File: src/rtl/hpi_pkg.sv
// hpi_pkg: shared types and constants for the HPI burst engine.
//   hpi_state_t : engine FSM states
//   HPI_*       : CY7C67200 HPI register-select codes driven on otg_hpi_address
//   hpi_max3    : constant helper used to size the shared phase counter
package hpi_pkg;

   typedef enum logic [2:0] {
      IDLE,
      WAIT,
      SETUP,
      STROBE,
      HOLD
   } hpi_state_t;

   localparam logic [1:0] HPI_DATA    = 2'd0;
   localparam logic [1:0] HPI_MAILBOX = 2'd1;
   localparam logic [1:0] HPI_ADDRESS = 2'd2;
   localparam logic [1:0] HPI_STATUS  = 2'd3;

   function automatic int hpi_max3(input int a, input int b, input int c);
      int m;
      m = (a > b) ? a : b;
      return (m > c) ? m : c;
   endfunction

endpackage

File: src/rtl/hpi_burst_master_if.sv
// hpi_burst_master_if: command, write-data, read-data and HPI pin bundle.
//   cmd_*          : burst command valid/ready (write, addr, len = beats-1)
//   wr_data_*      : write beat handshake and data
//   rd_data_*      : read FIFO head handshake and data
//   otg_hpi_*      : HPI pins (address, cs_n, r_n, w_n, data out/oe/in)
// Modports: master = the burst engine, slave = SoC fabric plus pin side.
interface hpi_burst_master_if #(
   parameter int DATA_W = 16,
   parameter int ADDR_W = 2,
   parameter int LEN_W  = 4
);
   logic              cmd_valid;
   logic              cmd_ready;
   logic              cmd_write;
   logic [ADDR_W-1:0] cmd_addr;
   logic [LEN_W-1:0]  cmd_len;
   logic              wr_data_valid;
   logic              wr_data_ready;
   logic [DATA_W-1:0] wr_data;
   logic              rd_data_valid;
   logic              rd_data_ready;
   logic [DATA_W-1:0] rd_data;
   logic [ADDR_W-1:0] otg_hpi_address;
   logic              otg_hpi_cs_n;
   logic              otg_hpi_r_n;
   logic              otg_hpi_w_n;
   logic [DATA_W-1:0] otg_hpi_data_out;
   logic              otg_hpi_data_oe;
   logic [DATA_W-1:0] otg_hpi_data_in;

   modport master (
      input  cmd_valid, cmd_write, cmd_addr, cmd_len,
      input  wr_data_valid, wr_data, rd_data_ready, otg_hpi_data_in,
      output cmd_ready, wr_data_ready, rd_data_valid, rd_data,
      output otg_hpi_address, otg_hpi_cs_n, otg_hpi_r_n, otg_hpi_w_n,
      output otg_hpi_data_out, otg_hpi_data_oe
   );

   modport slave (
      output cmd_valid, cmd_write, cmd_addr, cmd_len,
      output wr_data_valid, wr_data, rd_data_ready, otg_hpi_data_in,
      input  cmd_ready, wr_data_ready, rd_data_valid, rd_data,
      input  otg_hpi_address, otg_hpi_cs_n, otg_hpi_r_n, otg_hpi_w_n,
      input  otg_hpi_data_out, otg_hpi_data_oe
   );
endinterface

File: src/rtl/hpi_rd_fifo.sv
// hpi_rd_fifo: synchronous read-data FIFO, flop storage, head read from storage.
//   clk, rst        : clock, synchronous active-high reset (empties the FIFO)
//   push, push_data : write one entry (caller guarantees not full)
//   pop, pop_data   : remove head (caller guarantees not empty); pop_data = head
//   count/full/empty: occupancy status; push+pop together keeps count
module hpi_rd_fifo #(
   parameter int DATA_W   = 16,
   parameter int RD_DEPTH = 8
) (
   input  logic                      clk,
   input  logic                      rst,
   input  logic                      push,
   input  logic [DATA_W-1:0]         push_data,
   input  logic                      pop,
   output logic [DATA_W-1:0]         pop_data,
   output logic [$clog2(RD_DEPTH):0] count,
   output logic                      full,
   output logic                      empty
);
   localparam int AW = $clog2(RD_DEPTH);
   localparam int CW = AW + 1;

   logic [DATA_W-1:0] mem_q [RD_DEPTH];
   logic [AW-1:0]     wr_ptr_q, rd_ptr_q;
   logic [CW-1:0]     count_q;

   always_ff @(posedge clk) begin
      if (push) mem_q[wr_ptr_q] <= push_data;
   end

   always_ff @(posedge clk) begin
      if (rst) begin
         wr_ptr_q <= '0;
         rd_ptr_q <= '0;
         count_q  <= '0;
      end else begin
         if (push) wr_ptr_q <= wr_ptr_q + AW'(1);
         if (pop)  rd_ptr_q <= rd_ptr_q + AW'(1);
         case ({push, pop})
            2'b10:   count_q <= count_q + CW'(1);
            2'b01:   count_q <= count_q - CW'(1);
            default: ;
         endcase
      end
   end

   assign pop_data = mem_q[rd_ptr_q];
   assign count    = count_q;
   assign full     = (count_q == CW'(RD_DEPTH));
   assign empty    = (count_q == '0);
endmodule

File: src/rtl/hpi_burst_master.sv
// hpi_burst_master: CY7C67200 HPI burst transaction engine.
//   clk_clk, reset_reset : clock, synchronous active-high reset
//   bus (master)         : command / write data / read FIFO / HPI pins
//   busy                 : burst in progress
//   stat_beats, stat_stall (only with HPI_STATS_EN defined): completed beats
//                          and WAIT stall cycles, saturating
// Optional build macro: HPI_STATS_EN.
//
// state  | meaning
// IDLE   | cmd_ready, pins idle
// WAIT   | beat start: wait for write data or read FIFO space, pins idle
// SETUP  | address + cs_n low, SETUP_CYC cycles
// STROBE | r_n or w_n low, STROBE_CYC cycles; read sampled at its last edge
// HOLD   | cs_n low, strobes high, HOLD_CYC cycles
module hpi_burst_master
   import hpi_pkg::*;
#(
   parameter int DATA_W     = 16,
   parameter int ADDR_W     = 2,
   parameter int SETUP_CYC  = 1,
   parameter int STROBE_CYC = 2,
   parameter int HOLD_CYC   = 1,
   parameter int MAX_BURST  = 16,
   parameter int RD_DEPTH   = 8
) (
   input  logic               clk_clk,
   input  logic               reset_reset,
   hpi_burst_master_if.master bus,
   output logic               busy
`ifdef HPI_STATS_EN
   ,
   output logic [31:0]        stat_beats,
   output logic [31:0]        stat_stall
`endif
);
   localparam int LEN_W = $clog2(MAX_BURST);
   localparam int PH_W  = $clog2(hpi_max3(SETUP_CYC, STROBE_CYC, HOLD_CYC) + 1);
   localparam logic [PH_W-1:0] SETUP_LD  = PH_W'(SETUP_CYC - 1);
   localparam logic [PH_W-1:0] STROBE_LD = PH_W'(STROBE_CYC - 1);
   localparam logic [PH_W-1:0] HOLD_LD   = PH_W'(HOLD_CYC - 1);
   localparam int CNT_W = $clog2(RD_DEPTH) + 1;

   hpi_state_t        state_q, state_d;
   logic [PH_W-1:0]   ph_q, ph_d;
   logic [LEN_W-1:0]  beat_q, beat_d, len_q, len_d;
   logic              write_q, write_d;
   logic [ADDR_W-1:0] addr_q, addr_d;
   logic [DATA_W-1:0] dout_q, dout_d;
   logic              cs_n_q, r_n_q, w_n_q, oe_q;
   logic              push_req, beat_done, stall, active_d;
   logic              fifo_full, fifo_empty;
   logic [CNT_W-1:0]  fifo_count;

   always_comb begin
      state_d   = state_q;
      ph_d      = ph_q;
      beat_d    = beat_q;
      len_d     = len_q;
      write_d   = write_q;
      addr_d    = addr_q;
      dout_d    = dout_q;
      push_req  = 1'b0;
      beat_done = 1'b0;
      stall     = 1'b0;
      bus.wr_data_ready = 1'b0;
      case (state_q)
         IDLE: if (bus.cmd_valid) begin
            write_d = bus.cmd_write;
            addr_d  = bus.cmd_addr;
            len_d   = bus.cmd_len;
            beat_d  = '0;
            state_d = WAIT;
         end
         WAIT: begin
            if (write_q ? bus.wr_data_valid : (fifo_count < CNT_W'(RD_DEPTH))) begin
               bus.wr_data_ready = write_q;
               if (write_q) dout_d = bus.wr_data;
               state_d = SETUP;
               ph_d    = SETUP_LD;
            end else begin
               stall = 1'b1;
            end
         end
         SETUP: if (ph_q == '0) begin
            state_d = STROBE;
            ph_d    = STROBE_LD;
         end else ph_d = ph_q - PH_W'(1);
         STROBE: if (ph_q == '0) begin
            push_req = ~write_q;
            state_d  = HOLD;
            ph_d     = HOLD_LD;
         end else ph_d = ph_q - PH_W'(1);
         HOLD: if (ph_q == '0) begin
            beat_done = 1'b1;
            if (beat_q == len_q) state_d = IDLE;
            else begin
               beat_d  = beat_q + LEN_W'(1);
               state_d = WAIT;
            end
         end else ph_d = ph_q - PH_W'(1);
         default: state_d = IDLE;
      endcase
      active_d = (state_d == SETUP) || (state_d == STROBE) || (state_d == HOLD);
   end

   // Pins are registered from the next-state decode so they switch cleanly on
   // the edge that enters each phase.
   always_ff @(posedge clk_clk) begin
      if (reset_reset) begin
         state_q <= IDLE;
         ph_q    <= '0;
         beat_q  <= '0;
         len_q   <= '0;
         write_q <= 1'b0;
         addr_q  <= '0;
         dout_q  <= '0;
         cs_n_q  <= 1'b1;
         r_n_q   <= 1'b1;
         w_n_q   <= 1'b1;
         oe_q    <= 1'b0;
      end else begin
         state_q <= state_d;
         ph_q    <= ph_d;
         beat_q  <= beat_d;
         len_q   <= len_d;
         write_q <= write_d;
         addr_q  <= addr_d;
         dout_q  <= dout_d;
         cs_n_q  <= ~active_d;
         r_n_q   <= ~((state_d == STROBE) && !write_d);
         w_n_q   <= ~((state_d == STROBE) && write_d);
         oe_q    <= active_d && write_d;
      end
   end

   // Space is reserved at beat start, so the full guard never blocks a push.
   hpi_rd_fifo #(.DATA_W(DATA_W), .RD_DEPTH(RD_DEPTH)) u_rd_fifo (
      .clk       (clk_clk),
      .rst       (reset_reset),
      .push      (push_req & ~fifo_full),
      .push_data (bus.otg_hpi_data_in),
      .pop       (bus.rd_data_ready & ~fifo_empty),
      .pop_data  (bus.rd_data),
      .count     (fifo_count),
      .full      (fifo_full),
      .empty     (fifo_empty)
   );

   assign bus.cmd_ready        = (state_q == IDLE) && !reset_reset;
   assign bus.rd_data_valid    = ~fifo_empty;
   assign bus.otg_hpi_address  = addr_q;
   assign bus.otg_hpi_cs_n     = cs_n_q;
   assign bus.otg_hpi_r_n      = r_n_q;
   assign bus.otg_hpi_w_n      = w_n_q;
   assign bus.otg_hpi_data_out = dout_q;
   assign bus.otg_hpi_data_oe  = oe_q;
   assign busy                 = (state_q != IDLE);

`ifdef HPI_STATS_EN
   logic [31:0] beats_q, stall_q;
   always_ff @(posedge clk_clk) begin
      if (reset_reset) begin
         beats_q <= '0;
         stall_q <= '0;
      end else begin
         if (beat_done && (beats_q != '1)) beats_q <= beats_q + 32'd1;
         if (stall && (stall_q != '1))     stall_q <= stall_q + 32'd1;
      end
   end
   assign stat_beats = beats_q;
   assign stat_stall = stall_q;
`endif
endmodule

File: src/flat_wrapper.sv
// flat-port wrapper written by rule: the top's interface ports become plain ports
module hpi_burst_master_flat import hpi_pkg::*;
#(
   parameter int DATA_W     = 16,
   parameter int ADDR_W     = 2,
   parameter int SETUP_CYC  = 1,
   parameter int STROBE_CYC = 2,
   parameter int HOLD_CYC   = 1,
   parameter int MAX_BURST  = 16,
   parameter int RD_DEPTH   = 8
)
  (clk_clk, reset_reset, busy, bus_cmd_valid, bus_cmd_write, bus_cmd_addr, bus_cmd_len, bus_wr_data_valid, bus_wr_data, bus_rd_data_ready, bus_otg_hpi_data_in, bus_cmd_ready, bus_wr_data_ready, bus_rd_data_valid, bus_rd_data, bus_otg_hpi_address, bus_otg_hpi_cs_n, bus_otg_hpi_r_n, bus_otg_hpi_w_n, bus_otg_hpi_data_out, bus_otg_hpi_data_oe);
  hpi_burst_master_if #(.DATA_W(DATA_W), .ADDR_W(ADDR_W), .LEN_W(4)) bus_i ();
  input  logic clk_clk;
  input  logic reset_reset;
  output logic busy;
  input wire logic [$bits(bus_i.cmd_valid)-1:0] bus_cmd_valid;
  input wire logic [$bits(bus_i.cmd_write)-1:0] bus_cmd_write;
  input wire logic [$bits(bus_i.cmd_addr)-1:0] bus_cmd_addr;
  input wire logic [$bits(bus_i.cmd_len)-1:0] bus_cmd_len;
  input wire logic [$bits(bus_i.wr_data_valid)-1:0] bus_wr_data_valid;
  input wire logic [$bits(bus_i.wr_data)-1:0] bus_wr_data;
  input wire logic [$bits(bus_i.rd_data_ready)-1:0] bus_rd_data_ready;
  input wire logic [$bits(bus_i.otg_hpi_data_in)-1:0] bus_otg_hpi_data_in;
  output wire logic [$bits(bus_i.cmd_ready)-1:0] bus_cmd_ready;
  output wire logic [$bits(bus_i.wr_data_ready)-1:0] bus_wr_data_ready;
  output wire logic [$bits(bus_i.rd_data_valid)-1:0] bus_rd_data_valid;
  output wire logic [$bits(bus_i.rd_data)-1:0] bus_rd_data;
  output wire logic [$bits(bus_i.otg_hpi_address)-1:0] bus_otg_hpi_address;
  output wire logic [$bits(bus_i.otg_hpi_cs_n)-1:0] bus_otg_hpi_cs_n;
  output wire logic [$bits(bus_i.otg_hpi_r_n)-1:0] bus_otg_hpi_r_n;
  output wire logic [$bits(bus_i.otg_hpi_w_n)-1:0] bus_otg_hpi_w_n;
  output wire logic [$bits(bus_i.otg_hpi_data_out)-1:0] bus_otg_hpi_data_out;
  output wire logic [$bits(bus_i.otg_hpi_data_oe)-1:0] bus_otg_hpi_data_oe;
  assign bus_i.cmd_valid = bus_cmd_valid;
  assign bus_i.cmd_write = bus_cmd_write;
  assign bus_i.cmd_addr = bus_cmd_addr;
  assign bus_i.cmd_len = bus_cmd_len;
  assign bus_i.wr_data_valid = bus_wr_data_valid;
  assign bus_i.wr_data = bus_wr_data;
  assign bus_i.rd_data_ready = bus_rd_data_ready;
  assign bus_i.otg_hpi_data_in = bus_otg_hpi_data_in;
  assign bus_cmd_ready = bus_i.cmd_ready;
  assign bus_wr_data_ready = bus_i.wr_data_ready;
  assign bus_rd_data_valid = bus_i.rd_data_valid;
  assign bus_rd_data = bus_i.rd_data;
  assign bus_otg_hpi_address = bus_i.otg_hpi_address;
  assign bus_otg_hpi_cs_n = bus_i.otg_hpi_cs_n;
  assign bus_otg_hpi_r_n = bus_i.otg_hpi_r_n;
  assign bus_otg_hpi_w_n = bus_i.otg_hpi_w_n;
  assign bus_otg_hpi_data_out = bus_i.otg_hpi_data_out;
  assign bus_otg_hpi_data_oe = bus_i.otg_hpi_data_oe;
  hpi_burst_master #(.DATA_W(DATA_W), .ADDR_W(ADDR_W), .SETUP_CYC(SETUP_CYC), .STROBE_CYC(STROBE_CYC), .HOLD_CYC(HOLD_CYC), .MAX_BURST(MAX_BURST), .RD_DEPTH(RD_DEPTH)) u_core (.clk_clk(clk_clk), .reset_reset(reset_reset), .bus(bus_i), .busy(busy));
endmodule
File: config.mk
export PLATFORM = sky130hd
export DESIGN_NAME = hpi_burst_master_flat
export DESIGN_NICKNAME = d
export VERILOG_FILES = /design/src/rtl/hpi_pkg.sv /design/src/rtl/hpi_burst_master_if.sv /design/src/rtl/hpi_rd_fifo.sv /design/src/rtl/hpi_burst_master.sv /design/src/flat_wrapper.sv
export SDC_FILE = /design/constraint.sdc
export NUM_CORES = 1
export LEC_CHECK = 0
export ABC_AREA = 1
export BUFFER_PORTS_ARGS = -buffer_cell sky130_fd_sc_hd__buf_2
export CORE_UTILIZATION = 40
export DETAILED_ROUTE_END_ITERATION = 12
export GPL_ROUTABILITY_DRIVEN = 0
export SYNTH_ARGS = -nofsm -noshare
export SYNTH_HDL_FRONTEND = slang
export SYNTH_HIERARCHICAL = 1
export SYNTH_SLANG_ARGS = --single-unit
File: constraint.sdc
create_clock -name clk_clk -period 2.55 [get_ports clk_clk]
set_input_delay 0.51 -clock clk_clk [delete_from_list [all_inputs] [get_ports clk_clk]]
set_output_delay 0.51 -clock clk_clk [all_outputs]
set_load 0.01 [all_outputs]
* Yosys cells after proc, flatten, opt, wreduce, memory -nomap -nowiden
Memories as Yosys holds them, arrays and structs flattened. A register that Yosys moved wholly into a read port is not among the register bits.
Index checks and enable logic that the tools add are counted.
W data, S select, Z words.
** Word-level totals
- Register bits :: 46
- Bits in latches :: 0
- RAM bits :: 128
- Memory bits (read-only) :: 0
- Bits of input ports :: 44
- Logic and storage cells :: 93
- Memories kept :: 1
** Operators by class
- Add/subtract/negate cells :: 6
- $mul :: 0
- Div/mod/pow operators :: 0
- Order comparisons :: 1
- Eq/ne operators :: 16
- Shift operators :: 0
- Muxes and demuxes :: 28
- Bitwise operators :: 8
- Reduce and logical (&&, ||, !) cells :: 19
** Memories
- u_core.u_rd_fifo.mem_q :: words 8, bits a word 16, read ports 1, clocked after memory_dff 1, wr ports 1, line hpi_rd_fifo.sv:23 : logic [DATA_W-1:0] mem_q [RD_DEPTH];
** Operators by type and width (count)
- $mux W3 :: 7
- $pmux W4 S2 :: 2
- $pmux W3 S5 :: 1
- $eq A3 B2 Y1 const B :: 4
- $mux W4 :: 3
- $mux W1 :: 10
- $add A4 B1 Y4 const B :: 2
- $mux W2 :: 4
- $pmux W2 S4 :: 1
- $add A3 B1 Y3 const B :: 2
- $eq A3 B3 Y1 const B :: 2
- $ne A2 B2 Y1 const B :: 3
- $not A1 Y1 :: 6
- $reduce_and A3 Y1 :: 2
- $eq A4 B4 Y1 :: 1
- $eq A4 B4 Y1 const B :: 1
- $logic_and A1 B1 Y1 :: 4
- $logic_not A4 Y1 :: 1
- $lt A4 B4 Y1 const B :: 1
- $ne A2 B1 Y1 const B :: 2
- $reduce_and A4 Y1 :: 1
- $reduce_bool A2 Y1 :: 2
- $reduce_bool A4 Y1 :: 1
- $sub A4 B1 Y4 const B :: 1
- other kinds (11) :: 14

* Logic depth before layout (Yosys ltp)
- Depth after elaboration :: 8
- Mapped depth :: 15
- Depth with buffers taken out :: 15

* Cells and area by module
Netlist, hierarchy kept.
** By module, submodules not included
- hpi_rd_fifo :: instances 1, cells each 447, area an instance 5644.2 um2
- hpi_burst_master :: instances 1, cells each 215, area an instance 1575.3 um2

* Worst setup path before layout
No wires, ideal clock.
- Kind :: register to register
- Start :: reg u_core.state_q[2]
- End :: mem u_core.u_rd_fifo.mem_q[4][0] (enable)
- Setup time :: 388 ps
- Data arrival time :: 2095 ps
- Data required time :: 2162 ps
- Setup slack :: 66 ps
- Stages on the path, launching flop included :: 9
- Path through :: dfxtp_1 > inv_2 > nand2_1 > nor2_1 > nand2_1 > nor3_1 > inv_1 > or2_2 > nor2_1
** Between the ends
- Longest elaborated chain between the ends :: 5
** Ends and longest elaborated chain
- start: declaration :: line hpi_burst_master.sv:43 : hpi_state_t state_q, state_d;
- start signal: assignment :: line hpi_burst_master.sv:122 : state_q <= state_d;
- $eq A3 B2 Y1 :: line hpi_burst_master.sv:66 : case (state_q)
- $mux W1 :: line hpi_burst_master.sv:66
- $and A1 B1 Y1 :: line hpi_burst_master.sv:140 : .push (push_req & ~fifo_full),
- $mux W1 :: line hpi_rd_fifo.sv:28 : if (push) mem_q[wr_ptr_q] <= push_data;
- $mux W1 (not written as such) :: line hpi_rd_fifo.sv:28
- end: declaration :: line hpi_rd_fifo.sv:23
Every way passes these cells.

* Final worst setup path
- Start :: reg u_core.ph_q[0]
- End :: reg u_core.u_rd_fifo.count_q[2] (netlist: u_core/u_rd_fifo/count[2])
** Between the ends
- Longest elaborated chain between the ends :: 6
- Elaborated cells on any way between the ends :: 8
** Ends and longest elaborated chain
- start: declaration :: line hpi_burst_master.sv:44 : logic [PH_W-1:0] ph_q, ph_d;
- start signal: assignment :: line hpi_burst_master.sv:123 : ph_q <= ph_d;
- $logic_not A2 Y1 * :: line hpi_burst_master.sv:88 : STROBE: if (ph_q == '0) begin
- $mux W1 * :: line hpi_burst_master.sv:88
- $mux W1 * :: line hpi_burst_master.sv:66
- $and A1 B1 Y1 * :: line hpi_burst_master.sv:140
- $eq A2 B1 Y1 or $eq A2 B2 Y1 (tied branches) :: line hpi_rd_fifo.sv:39 : case ({push, pop})
- $pmux W4 S2 or $reduce_bool A2 Y1 (tied branches)
- end signal: assignment :: line hpi_rd_fifo.sv:40 : 2'b10: count_q <= count_q + CW'(1);
- end signal: assignment :: line hpi_rd_fifo.sv:41 : 2'b01: count_q <= count_q - CW'(1);
- end: declaration :: line hpi_rd_fifo.sv:25 : logic [CW-1:0] count_q;
Every way passes the cells marked *; elsewhere a longest branch is shown, timed or not.
A chain may end at the register's enable or synchronous reset.

==> qor.json <==
{
  "status": {
    "outcome": "completed"
  },
  "finish": {
    "antenna_cells_inserted": 0,
    "fill_cells": 1559,
    "area_growth_syn_to_layout_pct": 17.99,
    "fin_nets": 812,
    "post_route_cells_drive_above_1_share": 0.2047
  },
  "global_route": {
    "grt_start_max_net_pins": 65,
    "grt_first_pass_wirelength_mm": 25.20,
    "gr-usage-all-layers": 0.1795,
    "grt_overflow_total": 0,
    "antenna_found_initial": 1,
    "first_global_vias": 4973
  },
  "worst_setup_path": {
    "critPathRequiredTime_ns": 2.87,
    "worst-setup-path-type": "reg -> reg",
    "end_kind": "flip-flop",
    "crit_arrival_ns": 2.70,
    "critPathMaxStageDelay_ns": 0.32,
    "crit_buf_inv": 4,
    "worst_path_maximum_fanout": 6,
    "worstPathCellList": "inv_1, ha_1, nand2_1, nor3_4, inv_2, ha_1, nand2_1, inv_1, nor2_1, ha_1, a21oi_2, xnor2_1, o21ai_0, inv_1",
    "cpMaxStageDelayCell": "sky130_fd_sc_hd__dfxtp_1",
    "start_kind": "flip-flop",
    "crit_family": "adder cells"
  },
  "sta": {
    "layout_worst_path_cycle_share": 0.9349,
    "setup-violations-final": 0,
    "skew_ns": 0.01425,
    "timing_worst_slew_pin_value_ns": 0.7429,
    "worst_hold_check_slack_ns": 0.3011,
    "rsz0062_at_grt": "false",
    "totalNegativeSetupSlack_ns": 0,
    "number_of_failing_hold_endpoints_at_the_final_stage": 0,
    "final_max_slew_viol_count": 0,
    "maxClockFrequency_mhz": 419.5,
    "time_the_worst_path_needs_with_i_o_delays_and_setup_ns": 2.384,
    "timing.final.ws_setup_ns": 0.1661,
    "max_slew_margin": 0.5042
  },
  "die": {
    "fp.coreArea_mm2": 0.01748,
    "fp.dieH_um": 136.3,
    "die_w_um": 136.3,
    "floorplan.die_area_mm2": 0.01859,
    "ios": 86,
    "fp-row-count": 48,
    "initial_utilization": 0.4131
  },
  "clocking": {
    "clkLatencyLatePin_ns": 0.43,
    "root_buffer": "sky130_fd_sc_hd__clkbuf_16",
    "path_clk_slew_ns": 0.07,
    "ctsLongestPathBuffers": 2,
    "cts_made_buffers": 17,
    "clock_tree.htree_level_count": 4,
    "clock_tree_from_tritoncts": "done",
    "post-cts-setup-buffers": 0,
    "cts.sinks": 177
  },
  "logic_synthesis": {
    "syn_nets": 715,
    "yosys_warning_total": 6,
    "syn_avg_cell_area_um2": 10.91,
    "count_of_state_elements_after_synthesis": 177,
    "syn_area_mm2": 0.007219,
    "ys_dominant_reg_cell": "sky130_fd_sc_hd__edfxtp_1",
    "synth_cells": 662,
    "async_reset_ff_frac": 0,
    "ys_types": 34,
    "netlist.top_cell.by_area": "sky130_fd_sc_hd__edfxtp_1",
    "yosysSeqAreaShare": 0.6683,
    "netlist.area_leader.share": 0.5324,
    "synth_top_cells_by_area": "sky130_fd_sc_hd__edfxtp_1 53%, sky130_fd_sc_hd__dfxtp_1 14%, sky130_fd_sc_hd__nor2_1 6.2%",
    "synth_edf_count": 128
  },
  "power_and_ir_drop": {
    "total_power_mw": 8.267,
    "power-per-cell-area_mw_per_mm2": 970.5,
    "power.static_leakage_nw": 3.324,
    "vdd.ir_drop.worst_mv": 0.6520
  },
  "drt": {
    "drt-initial-drc-count": 300,
    "route.met2.wl_mm": 7.432,
    "drt.antenna.violating_nets": 0,
    "vias": 5120,
    "routedLengthMet1_mm": 7.109,
    "detailroute.wirelength.met3_um": 789,
    "drt-pass1-iter-count": 5,
    "finalWirelength_mm": 15.59,
    "detail_route.wl_per_cell_um": 15.64,
    "routed.top_layer": "met5",
    "via_per_instance_ratio": 5.135,
    "remaining_drc_errors": 0
  },
  "worst_hold_path": {
    "type_of_the_tightest_min_delay_check": "in -> reg"
  },
  "placed_design": {
    "place_hpwl_mm": 9.938,
    "post-place-ws_ns": 0.05644,
    "port-buffer-count": 85
  },
  "flow_run": {
    "timing.max_cap.violations": 0
  }
}
-- cells in the final DEF (no fill, tap or decap), types with 3 or more instances in the layout --
cell type and instances:
sky130_fd_sc_hd__xor2_1 3, sky130_fd_sc_hd__dfxtp_2 3, sky130_fd_sc_hd__o22ai_1 17, sky130_fd_sc_hd__buf_4 19
sky130_fd_sc_hd__mux2i_1 17, sky130_fd_sc_hd__nand2_1 98, sky130_fd_sc_hd__buf_2 85, sky130_fd_sc_hd__clkbuf_8 3
sky130_fd_sc_hd__nand3_1 10, sky130_fd_sc_hd__nor2_2 6, sky130_fd_sc_hd__o21ai_1 20, sky130_fd_sc_hd__inv_1 35
sky130_fd_sc_hd__nor2_1 118, sky130_fd_sc_hd__edfxtp_1 128, sky130_fd_sc_hd__inv_6 4, sky130_fd_sc_hd__o21ai_0 80
sky130_fd_sc_hd__a21oi_1 21, sky130_fd_sc_hd__ha_1 9, sky130_fd_sc_hd__clkbuf_16 18, sky130_fd_sc_hd__dfxtp_1 46
sky130_fd_sc_hd__nor3_1 3
-- layer usage --
layer / GRT usage / vias to the layer above
met4: 0.07284 / 2
met2: 0.2845 / 166
li1: - / 2477
met5: 0 / -
met1: 0.2337 / 2448
met3: 0.04623 / 27
-- worst min-delay path, cell delays in order --
cell and delay (ns):
sky130_fd_sc_hd__buf_2 0.07, sky130_fd_sc_hd__nor2_1 0.04, sky130_fd_sc_hd__nor2_1 0.08
-- stage by stage --
step           instances    util  cell area, um^2
2_1_floorplan        662       -             7219
3_3_place_gp         965  0.4538             7931
3_5_place_dp         965  0.4538             7931
4_1_cts              997  0.4863             8499
5_1_grt              997  0.4874             8518
6_report             997  0.4874             8518
-- report_power, final --
| group | internal, mW | switching (mW) |
|---|---|---|
| Sequential | 3.25 | 0.132 |
| Clock | 1.40 | 1.08 |
| Combinational | 0.868 | 1.54 |
-- synthesized netlist by cell type, types with 2 or more instances --
cell type / count
sky130_fd_sc_hd__buf_4: 2
sky130_fd_sc_hd__xor2_1: 3
sky130_fd_sc_hd__xnor2_1: 2
sky130_fd_sc_hd__buf_6: 5
sky130_fd_sc_hd__nand3_2: 2
sky130_fd_sc_hd__o21ai_0: 80
sky130_fd_sc_hd__nand2_1: 98
sky130_fd_sc_hd__buf_2: 13
sky130_fd_sc_hd__dfxtp_1: 49
sky130_fd_sc_hd__o21ai_1: 20
sky130_fd_sc_hd__mux2i_1: 17
sky130_fd_sc_hd__nor3_1: 4
sky130_fd_sc_hd__edfxtp_1: 128
sky130_fd_sc_hd__clkbuf_1: 5
sky130_fd_sc_hd__nand4_1: 2
sky130_fd_sc_hd__ha_1: 9
sky130_fd_sc_hd__nand3_1: 10
sky130_fd_sc_hd__nor2_4: 2
sky130_fd_sc_hd__inv_1: 36
sky130_fd_sc_hd__nor2_2: 5
sky130_fd_sc_hd__o22ai_1: 17
sky130_fd_sc_hd__a21oi_1: 22
sky130_fd_sc_hd__nor2_1: 119
sky130_fd_sc_hd__clkbuf_2: 2
-- layout make-up --
type / count / area (um^2) / area share
multi-input combinational: 419 / 2087 / 0.2450
clock buffer: 23 / 499.2 / 0.05861
sequential: 177 / 4828 / 0.5668
tap: 225 / 281.5 / 0.03305
timing repair buffer: 106 / 608.1 / 0.07139
inverter: 38 / 145.1 / 0.01704
clock inverter: 9 / 68.82 / 0.008079
-- cell families after synthesis --
group	count (synthesis)	synth area share
xor+xnor	5	0.006067
flops	177	0.6683
fa+ha+maj	9	0.01560
compound gates	142	0.1028
simple gates	246	0.1386
buf+inv	66	0.04506
mux	17	0.02357
-- state kept, by name, indices dropped and copies added, names as in the netlist, named ones only --
signal / cells
u_core/u_rd_fifo/count: 4
u_core/bus.otg_hpi_r_n: 1
u_core/write_q: 1
u_core/beat_q: 4
u_core/bus.otg_hpi_address: 2
u_core/u_rd_fifo/mem_q: 128
u_core/bus.otg_hpi_cs_n: 1
u_core/state_q: 3
u_core/len_q: 4
u_core/ph_q: 2
u_core/u_rd_fifo/wr_ptr_q: 3
u_core/bus.otg_hpi_data_out: 16
u_core/bus.otg_hpi_data_oe: 1
u_core/bus.otg_hpi_w_n: 1
u_core/u_rd_fifo/rd_ptr_q: 3
-- path summary, 6_finish.rpt --
check	startpoint	to	slack (ns)	depth (start not counted)
worst max-delay path	u_core/ph_q[0]	u_core/u_rd_fifo/count[2]	0.17	14
worst min-delay path	bus_wr_data[10]	u_core/bus.otg_hpi_data_out[10]	0.30	3
worst max register to register	u_core/ph_q[0]	u_core/u_rd_fifo/count[2]	0.17	14
worst min register to register	u_core/bus.otg_hpi_address[1]	u_core/bus.otg_hpi_address[1]	0.44	2
-- repair_timing --
action,CTS,global route
gates resized for setup,0,6
hold buffers,0,0
setup endpoints to repair,0,14
Power figures use the tool's default switching activity.
